`src/rtl/filter_pkg.sv`:
```
// Shared constants and width helpers for the filter family. Downstream
// filter blocks import this so that sample and accumulator widths agree.
package filter_pkg;

  localparam int DEFAULT_DATA_W = 14;
  localparam int DEFAULT_DEPTH  = 10;

  // Width of an accumulator holding the sum of depth unsigned samples of
  // data_w bits each; depth * (2**data_w - 1) always fits in this width.
  function automatic int sum_width(input int data_w, input int depth);
    return data_w + $clog2(depth);
  endfunction

endpackage

```
`src/rtl/tap_delay_line.sv`:
```
// Tapped delay line with a running sum of all taps. Each accepted sample
// enters tap 0 and pushes the older samples one tap further; the sample that
// falls off the end is subtracted from the sum as the new one is added, so
// the sum tracks the window with a single add/subtract per sample.
module tap_delay_line
  import filter_pkg::*;
#(
  parameter int  DATA_W = DEFAULT_DATA_W,
  parameter int  DEPTH  = DEFAULT_DEPTH,
  localparam int CNT_W  = $clog2(DEPTH + 1),
  localparam int SUM_W  = sum_width(DATA_W, DEPTH)
) (
  input  logic                    clk,
  input  logic                    reset,
  input  logic                    in_valid,
  input  logic [DATA_W-1:0]       data,
  input  logic                    flush,
  output logic [DEPTH*DATA_W-1:0] taps,
  output logic [SUM_W-1:0]        sum,
  output logic [CNT_W-1:0]        fill_count,
  output logic                    full,
  output logic                    out_valid
);

  // Reject parameterisations that make no sense for a delay line.
  if (DEPTH < 2) begin : g_bad_depth
    $error("tap_delay_line: DEPTH must be at least 2");
  end
  if (DATA_W < 1) begin : g_bad_data_w
    $error("tap_delay_line: DATA_W must be at least 1");
  end

  logic [DATA_W-1:0] line [DEPTH];
  logic              accept;
  logic [CNT_W-1:0]  count_next;

  // Flush wins over a simultaneous sample, which is then dropped.
  assign accept = in_valid & ~flush;

  assign full = (fill_count == CNT_W'(DEPTH));

  // The fill count saturates once the window has been filled.
  assign count_next = full ? fill_count : fill_count + CNT_W'(1);

  // Flatten the internal line onto the output port, tap 0 in the low bits.
  for (genvar k = 0; k < DEPTH; k++) begin : g_taps
    assign taps[k*DATA_W +: DATA_W] = line[k];
  end

  // Shift register: new sample into tap 0, oldest sample discarded.
  always_ff @(posedge clk or posedge reset) begin
    if (reset) begin
      for (int k = 0; k < DEPTH; k++) begin
        line[k] <= '0;
      end
    end else if (flush) begin
      for (int k = 0; k < DEPTH; k++) begin
        line[k] <= '0;
      end
    end else if (accept) begin
      line[0] <= data;
      for (int k = 1; k < DEPTH; k++) begin
        line[k] <= line[k-1];
      end
    end
  end

  // Running sum, fill count and the one-cycle full-window pulse.
  always_ff @(posedge clk or posedge reset) begin
    if (reset) begin
      sum        <= '0;
      fill_count <= '0;
      out_valid  <= 1'b0;
    end else if (flush) begin
      sum        <= '0;
      fill_count <= '0;
      out_valid  <= 1'b0;
    end else if (accept) begin
      sum        <= sum + SUM_W'(data) - SUM_W'(line[DEPTH-1]);
      fill_count <= count_next;
      out_valid  <= (count_next == CNT_W'(DEPTH));
    end else begin
      out_valid  <= 1'b0;
    end
  end

endmodule

```
`config.mk`:
```
export PLATFORM = sky130hd
export DESIGN_NAME = tap_delay_line
export DESIGN_NICKNAME = d
export VERILOG_FILES = /design/src/rtl/filter_pkg.sv /design/src/rtl/tap_delay_line.sv
export SDC_FILE = /design/constraint.sdc
export NUM_CORES = 1
export LEC_CHECK = 0
export ABC_AREA = 1
export CAP_MARGIN = 10
export CORE_MARGIN = 5
export CORE_UTILIZATION = 62
export CTS_CLUSTER_DIAMETER = 30
export CTS_CLUSTER_SIZE = 40
export DETAILED_ROUTE_END_ITERATION = 16
export DONT_BUFFER_PORTS = 1
export GPL_TIMING_DRIVEN = 0
export PLACE_DENSITY = 0.78
export SYNTH_ARGS = -nofsm -noshare
export SYNTH_HDL_FRONTEND = slang
export SYNTH_SLANG_ARGS = --single-unit
export TNS_END_PERCENT = 5
```
`constraint.sdc`:
```
create_clock -name clk -period 5.45 [get_ports clk]
set_clock_uncertainty 0.2 [all_clocks]
set_input_delay 0.2725 -clock clk [delete_from_list [all_inputs] [get_ports clk]]
set_output_delay 0.2725 -clock clk [all_outputs]
set_load 0.01 [all_outputs]
```
==> reports/summary.txt <==
Die Area: 14100 µm²
Clock sinks: 163
CTS Buf Count: 17
PortBufs: 0
CP arrival: 2810 ps
Number of synthesized register bits: 163
Final setup violation count: 0
Core footprint: 11500 µm²
Synth Area per Inst: 9.30 µm²
Worst slew margin: 55.0%
Avg WL per Cell: 20.9 µm
Max_cap viols: 0
LEAKAGE: 0.00395 µW
Antenna Nets Post-Route: 0
DRT Pass-1 Iters: 5
Worst-case reg-to-reg path depth: 12
Vias in the first global route: 5871
Critical Path RT: 5560 ps
Layout area overhead: 13.3%
Layout cells sized above 1: 6.90%
Pwr/cell area: 405 nW/µm²
CTS tree: done
Final worst path period share: 49.5%
Kind of critical path: input pin to flop
Net Count, Synth: 843
Via count: 5886
Clock Tree Buf Depth: 2
Net Sw Frac: 33.2%
First-pass GRT wire length: 32600 µm
Distinct cell type count after synthesis: 26
Hold_ws: 244 ps
Area leader, netlist: dfrtp_1
Yosys warns: 0
Grt ovf: 0
Mapped Cells: 791
Setup crit end kind: flop
Crit Reg-Reg Endpoint: sum[15]$_DFFE_PP0P_
Final HPWL DP: 15100 µm
GPL Wtd Cong: 0.924
Slew Viols, Final: 0
Seq pwr share: 40.0%
Hold Fails Final Rpt: 0
Crit path launch: data[8]
Psw: 1120 µW
# IOs: 182
Initial antenna violation count: 0
Synthesized area: 7350 µm²
N_diodes: 0
Worst-Skew Late Latency: 420 ps
Crit path time final: 2700 ps
Logic pwr share: 24.6%
Worst r2r src: sum[8]$_DFFE_PP0P_
Synth cell count leaders: inv_1, dfrtp_1, o22ai_1
Starting Density: 63.9%
GRT Total Usage: 29.8%
H-tree depth: 4
DRT iter0 DRCs: 491
Largest net degree at the start of global routing: 92
Worst-path fanout max: 5
Tot Pwr: 3380 µW
Post-route DRC: 0
Number of flops mapped to enable cells by yosys: 0
Slew @ Worst Pin: 675 ps
Area contributors post-synth: dfrtp_1, o22ai_1, inv_1, nand2_1, fa_1
Crit path launch type: input pin
Cell Rows: 39
Share of the synthesized area in the top cell type: 55.5%
Power Internal: 2250 µW
Final #Nets: 881
Die width: 119 µm
Worst ir drop on vdd: 0.260 mV
Routed WL: 20600 µm
Clock power frac: 35.3%
Count leader, synth: inv_1
Top FF cell, synth: dfrtp_1
Setup slack, reg-to-reg: 2760 ps
Root Buffer: clkbuf_16
Worst hold path class: input pin to flop
Max Clock Freq: 0.371 GHz
Clk pin slew, worst setup/hold paths: 60 ps
Unrepaired setup endpoints after global routing: no
Outcome: finished clean
Critical path destination: sum[15]$_DFFE_PP0P_
Chip height: 119 µm
Vias per cell: 5.98
Sequential cell area fraction in the yosys report: 55.5%
Fraction of registers with async set/reset: 100%
==> cell families after synthesis <==
family / count (synthesis) / synth area share [%]
AND/OR/NAND/NOR: 161 / 9.10
AO/OA/AOI/OAI: 185 / 14.9
buffers and inverters: 245 / 12.9
XOR/XNOR: 3 / 0.357
adder cells (fa/ha/maj): 34 / 7.21
flip-flops: 163 / 55.5
==> power by group through the flow <==
stage | combinational, µW | clock [µW] | sequential, µW
after floorplan | 629 | 0 | 1350
after global placement | 766 | 0 | 1370
after detailed placement | 793 | 0 | 1370
after CTS | 816 | 1200 | 1350
after global routing | 943 | 1260 | 1360
final | 831 | 1190 | 1350
==> per-stage QoR <==
step	cells	area [µm²]	util (%)	setup TNS, ps	worst slack, ps
finish	984	8330	72.3	0	2750
global route	984	8330	72.3	0	2550
CTS	984	8330	72.3	0	2800
detailed placement	935	7560	65.7	0	2820
global placement	934	7530	65.4	-121600	-761
floorplan	791	7350	-	0	573
==> critical path, cell delays in order <==
cell	delay, ps
dlygate4sd3_1	530
inv_1	110
fa_1	570
inv_1	50
ha_1	350
nand2_1	100
nand2_1	70
a21oi_1	300
nor2_1	80
nor2_1	130
nand3b_1	90
nand3_1	90
nand2_1	60
==> worst min-delay path by stage <==
stage,cells after the start,from,to,slack [ps]
detailed placement,1,reset,taps[100]$_DFFE_PP0P_,90
CTS,5,in_valid,sum[1]$_DFFE_PP0P_,240
floorplan,2,data[0],taps[0]$_DFFE_PP0P_,190
global route,5,in_valid,sum[14]$_DFFE_PP0P_,300
finish,5,in_valid,sum[1]$_DFFE_PP0P_,240
global placement,2,data[0],taps[0]$_DFFE_PP0P_,250
==> area by class of cell <==
| cell class | count | area, µm² |
|---|---|---|
| Clock inverter | 10 | 126 |
| Clock buffer | 21 | 460 |
| Fill cell | 842 | 3180 |
| Inverter | 212 | 801 |
| Tap cell | 143 | 179 |
| Sequential cell | 163 | 4080 |
| Multi-Input combinational cell | 383 | 2320 |
| Buffer | 33 | 155 |
| Timing Repair Buffer | 19 | 208 |
==> repair_timing <==
action | 4_1_cts | 5_1_grt
setup buffers | 0 | 0
gates resized for setup | 0 | 0
endpoints found under the hold margin | 99 | 0
hold buffers | 18 | 0
==> layout by cell type (no fill, tap or decap), drive strengths merged, types with 18 or more instances in the layout <==
cell type / count
nand2: 105
buf: 21
nor2: 27
o21ai: 36
ha: 20
dlygate4sd3: 18
o22ai: 129
clkbuf: 34
nand3: 18
a21oi: 19
dfrtp: 163
inv: 214
==> layer usage <==
| metal | vias to the layer above | share of wire [%] | track usage, % |
|---|---|---|---|
| met4 | 0 | 2.7 | 11.7 |
| met5 | - | 0 | 0 |
| li1 | 2615 | - | - |
| met2 | 287 | 48 | 47.0 |
| met3 | 47 | 10 | 10.1 |
| met1 | 2937 | 39 | 38.5 |
==> flip-flops by register name, indices dropped and copies added, names as in the netlist <==
register	cells
taps	140
sum	18
fill_count	4
out_valid	1
Power figures use the tool's default switching activity.
